## config.mk

```make
export PLATFORM = sky130hd
export DESIGN_NAME = mem_responder
export DESIGN_NICKNAME = d
export VERILOG_FILES = /design/src/rtl/slc3_pkg.sv /design/src/rtl/mem_wait_counter.sv /design/src/rtl/mem_responder.sv
export SDC_FILE = /design/constraint.sdc
export NUM_CORES = 1
export LEC_CHECK = 0
export BUFFER_PORTS_ARGS = -buffer_cell sky130_fd_sc_hd__buf_2
export CORE_ASPECT_RATIO = 2
export CORE_UTILIZATION = 48
export CTS_CLUSTER_SIZE = 8
export DETAILED_ROUTE_END_ITERATION = 10
export GPL_TIMING_DRIVEN = 0
export PLACE_DENSITY = 0.91
export SLEW_MARGIN = 20
export SYNTH_ARGS = -nofsm -noshare
export SYNTH_HDL_FRONTEND = slang
export SYNTH_SLANG_ARGS = --single-unit
```

## constraint.sdc

```tcl
create_clock -name clk -period 3 [get_ports clk]
set_input_delay 0.3 -clock clk [delete_from_list [all_inputs] [get_ports clk]]
set_output_delay 0.3 -clock clk [all_outputs]
set_load 0.02 [all_outputs]
```

## src/rtl/slc3_pkg.sv

```systemverilog
// Shared types and widths for the SLC-3 memory responder slice.
//   WORD_W      - datapath word width (MAR, MDR, SRAM data bus)
//   SRAM_ADDR_W - external SRAM address width
//   mem_state_t - responder FSM states
package slc3_pkg;

  localparam int unsigned WORD_W      = 16;
  localparam int unsigned SRAM_ADDR_W = 20;

  typedef enum logic [1:0] {
    IDLE   = 2'd0,
    ACCESS = 2'd1,
    DONE   = 2'd2
  } mem_state_t;

endpackage

```

## src/rtl/mem_wait_counter.sv

```systemverilog
// Down-counter that times the SRAM strobe window of one access.
// Ports:
//   clk        - system clock
//   reset      - synchronous, active-high reset (counter cleared)
//   load       - load load_value this cycle (has priority over decrement)
//   load_value - value loaded on load
//   decrement  - count down by one; saturates at zero
//   zero       - counter value is zero
module mem_wait_counter #(
  parameter int unsigned CNT_W = 1
) (
  input  logic             clk,
  input  logic             reset,
  input  logic             load,
  input  logic [CNT_W-1:0] load_value,
  input  logic             decrement,
  output logic             zero
);

  logic [CNT_W-1:0] cnt_q;

  always_ff @(posedge clk) begin
    if (reset) begin
      cnt_q <= '0;
    end else if (load) begin
      cnt_q <= load_value;
    end else if (decrement && (cnt_q != '0)) begin
      cnt_q <= cnt_q - 1'b1;
    end
  end

  assign zero = (cnt_q == '0);

endmodule

```

## src/rtl/mem_responder.sv

```systemverilog
// Bridges the datapath memory request (MEM_EN/WE/MAR/MDR) to an asynchronous
// SRAM with a fixed number of strobe cycles, then returns a one-cycle ready.
// Ports:
//   clk, reset              - clock and synchronous active-high reset
//   MEM_EN, WE, MAR, MDR    - request level, direction, word address, write data
//   MDR_In                  - read data, held until the next read completes
//   R                       - one-cycle completion pulse
//   busy                    - FSM is not in IDLE
//   sram_addr               - {4'h0, latched MAR}
//   sram_dq_in/out/oe       - split SRAM data bus
//   sram_ce_n/oe_n/we_n     - active-low SRAM strobes
// Every output comes straight from a register; inputs are only sampled in IDLE.
module mem_responder
  import slc3_pkg::*;
#(
  parameter int WAIT_CYCLES = 2
) (
  input  logic                   clk,
  input  logic                   reset,
  input  logic                   MEM_EN,
  input  logic                   WE,
  input  logic [WORD_W-1:0]      MAR,
  input  logic [WORD_W-1:0]      MDR,
  output logic [WORD_W-1:0]      MDR_In,
  output logic                   R,
  output logic                   busy,
  output logic [SRAM_ADDR_W-1:0] sram_addr,
  input  logic [WORD_W-1:0]      sram_dq_in,
  output logic [WORD_W-1:0]      sram_dq_out,
  output logic                   sram_dq_oe,
  output logic                   sram_ce_n,
  output logic                   sram_oe_n,
  output logic                   sram_we_n
);

  if (WAIT_CYCLES < 1) begin : g_bad_wait_cycles
    $fatal(1, "mem_responder: WAIT_CYCLES must be >= 1");
  end

  localparam int unsigned CntW = (WAIT_CYCLES > 1) ? $clog2(WAIT_CYCLES) : 1;
  localparam logic [CntW-1:0] CntLoad = CntW'(WAIT_CYCLES - 1);

  mem_state_t        state_q;
  logic [WORD_W-1:0] addr_q;
  logic [WORD_W-1:0] dq_out_q;
  logic [WORD_W-1:0] mdr_in_q;
  logic              we_q;
  logic              r_q;
  logic              dq_oe_q;
  logic              ce_n_q;
  logic              oe_n_q;
  logic              we_n_q;

  logic cnt_load;
  logic cnt_dec;
  logic cnt_zero;

  assign cnt_load = (state_q == IDLE) && MEM_EN;
  assign cnt_dec  = (state_q == ACCESS);

  mem_wait_counter #(
    .CNT_W (CntW)
  ) u_wait_counter (
    .clk        (clk),
    .reset      (reset),
    .load       (cnt_load),
    .load_value (CntLoad),
    .decrement  (cnt_dec),
    .zero       (cnt_zero)
  );

  always_ff @(posedge clk) begin
    if (reset) begin
      state_q  <= IDLE;
      addr_q   <= '0;
      dq_out_q <= '0;
      mdr_in_q <= '0;
      we_q     <= 1'b0;
      r_q      <= 1'b0;
      dq_oe_q  <= 1'b0;
      ce_n_q   <= 1'b1;
      oe_n_q   <= 1'b1;
      we_n_q   <= 1'b1;
    end else begin
      case (state_q)
        IDLE: begin
          r_q <= 1'b0;
          if (MEM_EN) begin
            state_q  <= ACCESS;
            addr_q   <= MAR;
            dq_out_q <= MDR;
            we_q     <= WE;
            ce_n_q   <= 1'b0;
            oe_n_q   <= WE;
            we_n_q   <= ~WE;
            dq_oe_q  <= WE;
          end
        end
        ACCESS: begin
          if (cnt_zero) begin
            state_q <= DONE;
            r_q     <= 1'b1;
            ce_n_q  <= 1'b1;
            oe_n_q  <= 1'b1;
            we_n_q  <= 1'b1;
            // Read data is still valid while oe_n is low at this edge.
            if (!we_q) begin
              mdr_in_q <= sram_dq_in;
            end
          end
        end
        DONE: begin
          // Write data stays driven through DONE for SRAM hold time.
          state_q <= IDLE;
          r_q     <= 1'b0;
          dq_oe_q <= 1'b0;
        end
        default: begin
          state_q <= IDLE;
        end
      endcase
    end
  end

  assign MDR_In      = mdr_in_q;
  assign R           = r_q;
  assign busy        = (state_q != IDLE);
  assign sram_addr   = {{(SRAM_ADDR_W - WORD_W){1'b0}}, addr_q};
  assign sram_dq_out = dq_out_q;
  assign sram_dq_oe  = dq_oe_q;
  assign sram_ce_n   = ce_n_q;
  assign sram_oe_n   = oe_n_q;
  assign sram_we_n   = we_n_q;

endmodule

```

==> results_dict.tcl <==
set metrics [dict create \
    place_congestion 0.804 \
    start_util 0.509 \
    vias 2061 \
    wl_per_cell_um 11.5 \
    synth_top_cell_by_area "dfxtp_1" \
    period_needed_ps 1590 \
    cts_buffers 9 \
    cap_violations 0 \
    yosysUniqueCellTypes 28 \
    die_h_um 95.6 \
    synth_seq_area_share 0.543 \
    grt_usage 0.225 \
    cts_tree "yes" \
    dieWidth_um 48.8 \
    fin_tns_setup_ps 0 \
    mappedNetlistArea_um2 2100 \
    ios 110 \
    cts_root_buf "clkbuf_8" \
    ant_nets 0 \
    grt_pass1_wl_um 7960 \
    finClkSkew_ps 4.50 \
    drt_iter0_markers 33 \
    met2_usage 0.449 \
    routed_wl_um 4970 \
    critPathMaxFanout 10 \
    setup_viol 0 \
    total_power_w 0.00181 \
    slew_violations 0 \
    synth_edf_count 0 \
    hpwl_um 3800 \
    grt_setup_unrepaired "no" \
    post-route-period-util 0.529 \
    p_per_area_nw_per_um2 627 \
    crit_type "register to output port" \
    antenna_cells 0 \
    top_usage_layer "met2" \
    placed_cell_area_um2 2700 \
    avgSynthCellArea_um2 8.15 \
    vdd_ir_drop_max_mv 0.473 \
    status "finished, final reports clean" \
    overflow 0 \
    vias_per_cell 4.77 \
    drive_gt1_frac 0.366 \
    p_leak_nw 1.40 \
    synth_top_cells_by_count "nand2_1, dfxtp_1, a21oi_1, buf_2, nor2_1" \
    use_met1 0.195 \
    nets 428 \
    portBuffers 104 \
    cp-start-kind "register" \
    die-area_um2 4660 \
    postCtsSetupBuffers 0 \
    final_area_um2 2890 \
    drt_pre_antenna_iters 4 \
    nFillCells 368 \
    drc 0 \
    placed_cells 417 \
    holdWs_ps 199 \
    cp_data_required_time_ps 2700 \
    synth_top_area_frac 0.543 \
    async_reset_ff_frac 0 \
    ys.flop_type "dfxtp_1" \
    hp-class "input pin to register" \
    hold_violations 0 \
    worst_setup_path_end_kind "output port" \
    cts_resized 0 \
    clk_pin_slew_ps 60 \
    synth_most_common_cell "nand2_1" \
    htree_levels 3 \
    area_delta_synth_final_pct 37.7 \
    met3_usage 0.0606 \
    cts.sinks 57 \
    max_freq_ghz 0.630 \
    num_rows 33 \
    yosysWarningCount 0 \
    grt_pass1_vias 1936 \
    finalNonFillerCells 432 \
    clkLatencyLatePin_ps 330 \
    grt_max_degree 11 \
    r2r_setup_slack_ps 1470 \
    antenna_found_initial 0 \
    syn_inst 258 \
    cts_hold_buf 0 \
    synthTopCellsByArea "dfxtp_1, nand2_1, a21oi_1, buf_2, buf_4" \
    arrival_ps 1290 \
    design.core.area_um2 4130 \
    ys_ff_latch 57 \
    ctsLongestPathBuffers 2 \
]
-- flip-flops by register name (all words and copies together), names as in the netlist --
signal and flops:
MDR_In 16, R 1, addr_q 16, sram_ce_n 1, sram_dq_oe 1, sram_dq_out 16
sram_oe_n 1, sram_we_n 1, state_q 2, u_wait_counter.cnt_q 1, we_q 1
-- final timing paths --
| path | cells after the start | endpoint | startpoint |
|---|---|---|---|
| setup / recovery | 3 | busy | state_q[1] |
| hold / removal | 2 | sram_we_n | WE |
| setup reg to reg | 6 | addr_q[0] | state_q[1] |
| hold reg to reg | 2 | addr_q[1] | addr_q[1] |
-- worst max-delay path, stage by stage (launching register included) --
cell and delay, ps:
dfxtp_1 310, buf_2 180, or2_2 310, buf_2 160
-- stage by stage --
stage | utilization | worst slack [ps]
6_report | 0.701 | 1410
4_1_cts | 0.701 | 1400
2_1_floorplan | - | 1630
3_3_place_gp | 0.654 | 1510
5_1_grt | 0.701 | 1350
3_5_place_dp | 0.654 | 1480
-- logic make-up (layout without fill, tap and decap cells) --
| family | Yosys count | in the layout | share of synthesized area |
|---|---|---|---|
| compound gates | 58 | 58 | 0.144 |
| buf+inv | 24 | 143 | 0.0702 |
| flops | 57 | 57 | 0.543 |
| other cells | 1 | 4 | 0.00178 |
| simple gates | 118 | 118 | 0.241 |
-- final cells by class --
type | count | area, um2 | share of cell area
buffer | 23 | 144 | 0.0497
clock inverter | 3 | 40.0 | 0.0138
inverter | 1 | 3.75 | 0.00130
sequential | 57 | 1140 | 0.394
clock buffer | 12 | 155 | 0.0536
multi-input combinational | 180 | 825 | 0.285
timing repair buffer | 104 | 520 | 0.180
tap | 52 | 65.1 | 0.0225
-- power breakdown --
group | total [W] | internal [W] | switching, W
registers | 0.000830 | 0.000805 | 0.0000246
clock network | 0.000701 | 0.000421 | 0.000280
logic | 0.000284 | 0.000110 | 0.000173
-- placed cells by master (no fill, tap or decap), types with 2 or more instances in the layout --
| master | count |
|---|---|
| a211oi_1 | 2 |
| a21oi_1 | 52 |
| buf_2 | 113 |
| buf_4 | 5 |
| clkbuf_1 | 6 |
| clkbuf_8 | 11 |
| clkinv_2 | 2 |
| conb_1 | 4 |
| dfxtp_1 | 57 |
| nand2_1 | 98 |
| nand2b_1 | 3 |
| nor2_1 | 7 |
| nor3b_1 | 2 |
-- routing by layer --
layer | wire length, um | vias to the layer above
li1 | - | 1056
met1 | 1760 | 931
met2 | 2860 | 65
met3 | 254 | 9
met4 | 100 | 0
met5 | 0 | -
(Power assumes the default switching activity.)
